$ cat src/rtl/res_mem_arbiter_if.sv
// Requester and result-RAM bus for res_mem_arbiter.
// The arbiter takes the slave modport; requesters and the RAM together form the master side.
interface res_mem_arbiter_if #(
  parameter int AW = 14,
  parameter int DW = 8
);
  logic          req0;
  logic          req1;
  logic          wr0;
  logic          wr1;
  logic [AW-1:0] addr0;
  logic [AW-1:0] addr1;
  logic [DW-1:0] wdata0;
  logic [DW-1:0] wdata1;
  logic          lock0;
  logic          lock1;
  logic          gnt0;
  logic          gnt1;
  logic          rvalid0;
  logic          rvalid1;
  logic [DW-1:0] rdata;
  logic          res_rd;
  logic          res_wr;
  logic [AW-1:0] res_addr;
  logic [DW-1:0] res_do;
  logic [DW-1:0] res_di;
  logic          busy;

  modport slave (
    input  req0, req1, wr0, wr1, addr0, addr1, wdata0, wdata1, lock0, lock1, res_di,
    output gnt0, gnt1, rvalid0, rvalid1, rdata, res_rd, res_wr, res_addr, res_do, busy
  );

  modport master (
    output req0, req1, wr0, wr1, addr0, addr1, wdata0, wdata1, lock0, lock1, res_di,
    input  gnt0, gnt1, rvalid0, rvalid1, rdata, res_rd, res_wr, res_addr, res_do, busy
  );
endinterface

$ cat src/rtl/res_mem_arbiter.sv
// Two-port arbiter for the single-port 128x128x8 result RAM (port 0 = DT engine, port 1 = host).
// Define RES_ARB_LOCK_EN to let a port hold the RAM across cycles for read-modify-write bursts.
//   state | meaning
//   ARB   | arbitrate every cycle
//   OWN0  | port 0 owns the RAM, port 1 waits
//   OWN1  | port 1 owns the RAM, port 0 waits
module res_mem_arbiter #(
  parameter int AW        = 14,
  parameter int DW        = 8,
  parameter int PRIO_MODE = 0,
  parameter int MAX_WAIT  = 15
) (
  input logic              clk,
  input logic              reset,
  res_mem_arbiter_if.slave bus
);

`ifdef RES_ARB_LOCK_EN
  localparam bit LOCK_EN = 1'b1;
`else
  localparam bit LOCK_EN = 1'b0;
`endif
  localparam logic [7:0] WAIT_LIMIT = 8'(MAX_WAIT);

  typedef enum logic [1:0] {ARB, OWN0, OWN1} state_t;

  state_t        state;
  logic          last_gnt;
  logic          rd_owner;
  logic [7:0]    wait_cnt;
  logic          pick0, pick1;
  logic          gnt0, gnt1;
  logic          lock0, lock1;
  logic          acc, acc_wr;
  logic [AW-1:0] acc_addr;
  logic [DW-1:0] acc_data;
  logic          res_rd, res_wr;
  logic [AW-1:0] res_addr;
  logic [DW-1:0] res_do;
  logic [DW-1:0] rdata;
  logic          rvalid0, rvalid1;

  // With locking compiled out the lock inputs fold to 0 and the FSM never leaves ARB.
  assign lock0 = LOCK_EN & bus.lock0;
  assign lock1 = LOCK_EN & bus.lock1;

  always_comb begin
    pick0 = 1'b0;
    pick1 = 1'b0;
    if (PRIO_MODE == 0) begin
      if (bus.req0 && bus.req1) begin
        pick0 = last_gnt;
        pick1 = !last_gnt;
      end else begin
        pick0 = bus.req0;
        pick1 = bus.req1;
      end
    end else begin
      pick1 = bus.req1 && (!bus.req0 || (wait_cnt >= WAIT_LIMIT));
      pick0 = bus.req0 && !pick1;
    end
  end

  // Ownership overrides arbitration, including the starvation-forced grant.
  always_comb begin
    gnt0 = pick0;
    gnt1 = pick1;
    case (state)
      OWN0: begin
        gnt0 = bus.req0;
        gnt1 = 1'b0;
      end
      OWN1: begin
        gnt0 = 1'b0;
        gnt1 = bus.req1;
      end
      default: ;
    endcase
  end

  assign acc      = gnt0 | gnt1;
  assign acc_wr   = gnt1 ? bus.wr1    : bus.wr0;
  assign acc_addr = gnt1 ? bus.addr1  : bus.addr0;
  assign acc_data = gnt1 ? bus.wdata1 : bus.wdata0;

  always_ff @(posedge clk or negedge reset) begin
    if (!reset) begin
      state    <= ARB;
      last_gnt <= 1'b1;
      rd_owner <= 1'b0;
      wait_cnt <= 8'd0;
      res_rd   <= 1'b0;
      res_wr   <= 1'b0;
      res_addr <= '0;
      res_do   <= '0;
      rdata    <= '0;
      rvalid0  <= 1'b0;
      rvalid1  <= 1'b0;
    end else begin
      res_rd <= acc & ~acc_wr;
      res_wr <= acc & acc_wr;
      if (acc) begin
        res_addr <= acc_addr;
        res_do   <= acc_data;
        rd_owner <= gnt1;
        last_gnt <= gnt1;
      end

      // res_di answers the address presented during the res_rd cycle.
      rvalid0 <= res_rd & ~rd_owner;
      rvalid1 <= res_rd & rd_owner;
      if (res_rd) begin
        rdata <= res_di_q();
      end

      if (!bus.req1 || gnt1) begin
        wait_cnt <= 8'd0;
      end else if (wait_cnt != 8'hFF) begin
        wait_cnt <= wait_cnt + 8'd1;
      end

      case (state)
        ARB: begin
          if (gnt0 && lock0) begin
            state <= OWN0;
          end else if (gnt1 && lock1) begin
            state <= OWN1;
          end
        end
        OWN0: begin
          if (!lock0 || !bus.req0) begin
            state <= ARB;
          end
        end
        OWN1: begin
          if (!lock1 || !bus.req1) begin
            state <= ARB;
          end
        end
        default: state <= ARB;
      endcase
    end
  end

  function automatic logic [DW-1:0] res_di_q();
    return bus.res_di;
  endfunction

  assign bus.gnt0     = gnt0;
  assign bus.gnt1     = gnt1;
  assign bus.rvalid0  = rvalid0;
  assign bus.rvalid1  = rvalid1;
  assign bus.rdata    = rdata;
  assign bus.res_rd   = res_rd;
  assign bus.res_wr   = res_wr;
  assign bus.res_addr = res_addr;
  assign bus.res_do   = res_do;
  assign bus.busy     = res_rd;

endmodule

$ cat src/flat_wrapper.sv
// flat-port wrapper written by rule: the top's interface ports become plain ports
module res_mem_arbiter_flat 
#(
  parameter int AW        = 14,
  parameter int DW        = 8,
  parameter int PRIO_MODE = 0,
  parameter int MAX_WAIT  = 15
)
  (clk, reset, bus_req0, bus_req1, bus_wr0, bus_wr1, bus_addr0, bus_addr1, bus_wdata0, bus_wdata1, bus_lock0, bus_lock1, bus_res_di, bus_gnt0, bus_gnt1, bus_rvalid0, bus_rvalid1, bus_rdata, bus_res_rd, bus_res_wr, bus_res_addr, bus_res_do, bus_busy);
  res_mem_arbiter_if #(.AW(AW), .DW(DW)) bus_i ();
  input logic clk;
  input logic reset;
  input wire logic [$bits(bus_i.req0)-1:0] bus_req0;
  input wire logic [$bits(bus_i.req1)-1:0] bus_req1;
  input wire logic [$bits(bus_i.wr0)-1:0] bus_wr0;
  input wire logic [$bits(bus_i.wr1)-1:0] bus_wr1;
  input wire logic [$bits(bus_i.addr0)-1:0] bus_addr0;
  input wire logic [$bits(bus_i.addr1)-1:0] bus_addr1;
  input wire logic [$bits(bus_i.wdata0)-1:0] bus_wdata0;
  input wire logic [$bits(bus_i.wdata1)-1:0] bus_wdata1;
  input wire logic [$bits(bus_i.lock0)-1:0] bus_lock0;
  input wire logic [$bits(bus_i.lock1)-1:0] bus_lock1;
  input wire logic [$bits(bus_i.res_di)-1:0] bus_res_di;
  output wire logic [$bits(bus_i.gnt0)-1:0] bus_gnt0;
  output wire logic [$bits(bus_i.gnt1)-1:0] bus_gnt1;
  output wire logic [$bits(bus_i.rvalid0)-1:0] bus_rvalid0;
  output wire logic [$bits(bus_i.rvalid1)-1:0] bus_rvalid1;
  output wire logic [$bits(bus_i.rdata)-1:0] bus_rdata;
  output wire logic [$bits(bus_i.res_rd)-1:0] bus_res_rd;
  output wire logic [$bits(bus_i.res_wr)-1:0] bus_res_wr;
  output wire logic [$bits(bus_i.res_addr)-1:0] bus_res_addr;
  output wire logic [$bits(bus_i.res_do)-1:0] bus_res_do;
  output wire logic [$bits(bus_i.busy)-1:0] bus_busy;
  assign bus_i.req0 = bus_req0;
  assign bus_i.req1 = bus_req1;
  assign bus_i.wr0 = bus_wr0;
  assign bus_i.wr1 = bus_wr1;
  assign bus_i.addr0 = bus_addr0;
  assign bus_i.addr1 = bus_addr1;
  assign bus_i.wdata0 = bus_wdata0;
  assign bus_i.wdata1 = bus_wdata1;
  assign bus_i.lock0 = bus_lock0;
  assign bus_i.lock1 = bus_lock1;
  assign bus_i.res_di = bus_res_di;
  assign bus_gnt0 = bus_i.gnt0;
  assign bus_gnt1 = bus_i.gnt1;
  assign bus_rvalid0 = bus_i.rvalid0;
  assign bus_rvalid1 = bus_i.rvalid1;
  assign bus_rdata = bus_i.rdata;
  assign bus_res_rd = bus_i.res_rd;
  assign bus_res_wr = bus_i.res_wr;
  assign bus_res_addr = bus_i.res_addr;
  assign bus_res_do = bus_i.res_do;
  assign bus_busy = bus_i.busy;
  res_mem_arbiter #(.AW(AW), .DW(DW), .PRIO_MODE(PRIO_MODE), .MAX_WAIT(MAX_WAIT)) u_core (.clk(clk), .reset(reset), .bus(bus_i));
endmodule
$ cat config.mk
export PLATFORM = sky130hd
export DESIGN_NAME = res_mem_arbiter_flat
export DESIGN_NICKNAME = d
export VERILOG_FILES = /design/src/rtl/res_mem_arbiter_if.sv /design/src/rtl/res_mem_arbiter.sv /design/src/flat_wrapper.sv
export SDC_FILE = /design/constraint.sdc
export NUM_CORES = 1
export LEC_CHECK = 0
export ABC_AREA = 1
export CORE_ASPECT_RATIO = 0.5
export CORE_MARGIN = 4
export CORE_UTILIZATION = 42
export CTS_CLUSTER_DIAMETER = 60
export DETAILED_ROUTE_END_ITERATION = 10
export GPL_TIMING_DRIVEN = 0
export HOLD_SLACK_MARGIN = 0.08
export PLACE_DENSITY = 0.93
export SLEW_MARGIN = 20
export SYNTH_ARGS = -nofsm -noshare
export SYNTH_HDL_FRONTEND = slang
export SYNTH_SLANG_ARGS = --single-unit
$ cat constraint.sdc
create_clock -name clk -period 2.17 [get_ports clk]
set_input_delay 0.434 -clock clk [delete_from_list [all_inputs] [get_ports clk]]
set_output_delay 0.434 -clock clk [all_outputs]
set_load 0.01 [all_outputs]
Word level (Yosys, flattened, before mapping)
Index checks and enable logic that the tools add are counted.
Storage, ports and cells
  flip-flop bits (word level): 36
  input bits: 60
  output and inout bits: 37
  word-level logic and storage cells: 23
Cells by class
  multiplexer cells: 5
  bitwise operators: 7
  reduce and logical (&&, ||, !) cells: 2
Operator list (count)
  14-bit 2-to-1 mux: 1
  8-bit 2-to-1 mux: 1
  1-bit bitwise AND: 4
  1-bit 2-to-1 mux: 3
  1-bit inverter: 2
  1-bit logical AND: 1
  1-bit zero test: 1
  1-bit OR: 1

Depth between registers and ports, before layout
  depth in word-level cells: 5
  mapped depth: 6
  depth with buffers taken out: 5

Least setup slack after synthesis
OpenSTA, ideal clock, no wires.
  kind: input-to-output
  start point: input port bus_req1
  end point: output port bus_gnt0
  data arrival time: 1.091 ns
  required time: 1.736 ns
  slack: 0.645 ns
  stages on the path: 3
  buffers on the path: 2
  cell sequence: buf_4 -> buf_2 -> a21boi_0
Between the ends
  word-level cells in the longest chain between the ends: 2
RTL lines
  from (decl): RTL line flat_wrapper.sv:14  | input wire logic [$bits(bus_i.req1)-1:0] bus_req1;
  1-bit logical AND: RTL line res_mem_arbiter.sv:51  | if (bus.req0 && bus.req1) begin
  1-bit 2-to-1 mux: RTL line res_mem_arbiter.sv:51
  to (decl): RTL line flat_wrapper.sv:24  | output wire logic [$bits(bus_i.gnt0)-1:0] bus_gnt0;
No other way between the ends.

Final worst setup path
  start point: register u_core.last_gnt
  end point: output port bus_gnt0
Between the ends
  word-level cells in the longest chain between the ends: 1
RTL lines
  from (decl): RTL line res_mem_arbiter.sv:28  | logic last_gnt;
  from (signal assigned): RTL line res_mem_arbiter.sv:106  | last_gnt <= gnt1;
  1-bit 2-to-1 mux: RTL line res_mem_arbiter.sv:51
No other way between the ends.

==> out/metrics.yaml <==
vias: 1979
fp-row-count: 16
layout_commonest_cell: "nand2_1"
grt_pass1_vias: 2046
grt_start_max_net_pins: 29
netlist_top_cells_area: "dfrtp_1 48%, nand2_1 20%, nand3_1 12%"
worstMarginPinSlew_ps: 248
fin_crit_ps: 2120
outcome: "completed"
cts_buffers: 5
p_leak_uw: 0.00152
port_buffers: 92
crit_arrival_ps: 1680
final_net_count: 391
synth_cell_types: 15
grt_use_total_pct: 24.6
timing.final.crit_share_pct: 97.5
tns_ps: 0
required_ps: 1740
die_h_um: 54.4
routabilityCongestion: 0.876
hold_class: "reg -> reg"
path_max_fanout: 3
synth_cells: 230
cts_tree: "yes"
ir_drop_mv: 0.653
die-area_um2: 5490
synth_nets: 290
finalHoldViolations: 0
max_slew_margin_pct: 83.5
dr.pass1.iters: 4
routed_via_density: 5.13
totalWireLength_mm: 6.52
syn2layout_area_growth_pct: 62.9
drive_gt1_share_pct: 9.04
max_freq_mhz: 473
path_clk_slew_ps: 70
clk-insertion-delay-late_ps: 300
cap_violations: 0
h-tree-depth: 2
critical_path.endpoint_type: "output port"
dp_slack_ps: 176
ys_seq_elements: 36
whs_ps: 459
initial_core_util_pct: 45.0
synth_largest_area_cell: "dfrtp_1"
grt_pass1_wl_mm: 10.0
critPathLaunchType: "flip-flop"
core_area_um2: 4020
nFillCells: 262
cts.sink_count: 36
powerDensity_nw_per_um2: 683
insertedDiodeCount: 0
io_pins: 97
drtAntennaViolNets: 0
cts_root_buf: "clkbuf_8"
overflow: 0
final.setup.worst_slack_ps: 53.7
syn_avg_cell_area_um2: 7.87
setup_viol: 0
grt_setup_unrepaired: "no"
avgRoutedWirePerCell_um: 16.9
drc: 0
finClkSkew_ps: 4.64
antenna_found_initial: 0
cts_buffer_depth: 2
slew_viol_final: 0
cts_post_setup_buffers_inserted: 0
hpwlAfterDp_mm: 4.36
die_x_um: 101
synth_area_um2: 1810
path_class: "reg -> out"
ys_seq_area_share_pct: 49.8
drt_iter0_drc: 114
yosys.area.top_type_share_pct: 48.4
layout_common_cells: "98 x nand2_1, 90 x clkdlybuf4s50_1, 45 x nand3_1"
ys_warn_count: 0
-- final cells by class --
cell class	instances	area [µm²]	share of cell area, %
Timing Repair Buffer	94	945	32.0
Clock inverter	1	30.0	1.02
Tap cell	54	67.6	2.29
Clock buffer	7	96.3	3.27
Multi-Input combinational cell	152	688	23.3
Buffer	14	115	3.90
Inverter	28	105	3.56
Sequential cell	36	902	30.6
-- sequential cells by signal (all words and copies together) (netlist names) --
signal and flops:
u_core.bus.rvalid0 1, u_core.last_gnt 1, u_core.bus.busy 1, u_core.bus.rdata 8, u_core.bus.res_wr 1, u_core.bus.res_do 8
u_core.bus.rvalid1 1, u_core.bus.res_addr 14, u_core.rd_owner 1
-- cell usage after synthesis --
| master | instances |
|---|---|
| nand3_1 | 45 |
| nand2_1 | 98 |
| inv_1 | 27 |
| nand2_8 | 2 |
| dfstp_2 | 1 |
| a21boi_0 | 1 |
| clkinv_1 | 1 |
| nor2_8 | 1 |
| nor2_1 | 3 |
| buf_4 | 8 |
| buf_6 | 4 |
| buf_2 | 2 |
| nand3_2 | 1 |
| dfrtp_1 | 35 |
| nand2_2 | 1 |
-- worst paths after layout --
check	from	to	slack [ps]	cells after the start
setup / recovery	u_core.last_gnt	bus_gnt0	50	3
hold / removal	u_core.rd_owner	u_core.bus.rvalid0	460	1
setup reg to reg	u_core.last_gnt	u_core.bus.res_do[7]	880	4
min in group asynchronous	reset	u_core.bus.res_do[3]	540	2
max in group asynchronous	reset	u_core.last_gnt	1140	3
hold reg to reg	u_core.rd_owner	u_core.bus.rvalid0	460	1
-- worst max-delay path, stage by stage (launching register included) --
cell and delay (ps):
dfstp_2 610, inv_1 60, a21boi_0 140, clkdlybuf4s50_1 570
-- metrics by stage --
stage / instances / utilization, % / total power (µW) / area, µm²
2_1_floorplan: 230 / - / 1010 / 1810
4_1_cts: 386 / 73.3 / 2010 / 2950
6_report: 386 / 73.3 / 2010 / 2950
3_5_place_dp: 377 / 69.9 / 1350 / 2810
5_1_grt: 386 / 73.3 / 2080 / 2950
3_3_place_gp: 376 / 69.6 / 1320 / 2800
-- metal layers --
metal	GRT usage [%]	vias to the layer above	wire, µm
li1	-	902	-
met2	46.4	83	3490
met5	0	-	0
met1	27.1	974	2500
met3	5.34	20	334
met4	12.5	0	190
-- repair_timing --
item	CTS	global route
resized for setup	1	0
hold buffers	1	0
endpoints found under the setup margin	1	0
endpoints found under the hold margin	8	0
-- power by group --
part | switching (µW) | internal (µW)
Sequential | 50.6 | 752
Clock | 256 | 405
Combinational | 247 | 303
-- cells by family (layout without fill, tap and decap cells) --
group | after synthesis | in the layout | share of synthesized area [%]
DFF | 36 | 36 | 49.8
and+or+nand+nor | 151 | 151 | 37.6
buffers and inverters | 42 | 144 | 12.2
AOI/OAI and AO/OA | 1 | 1 | 0.415
No activity file was read; power rests on OpenSTA's default activity.
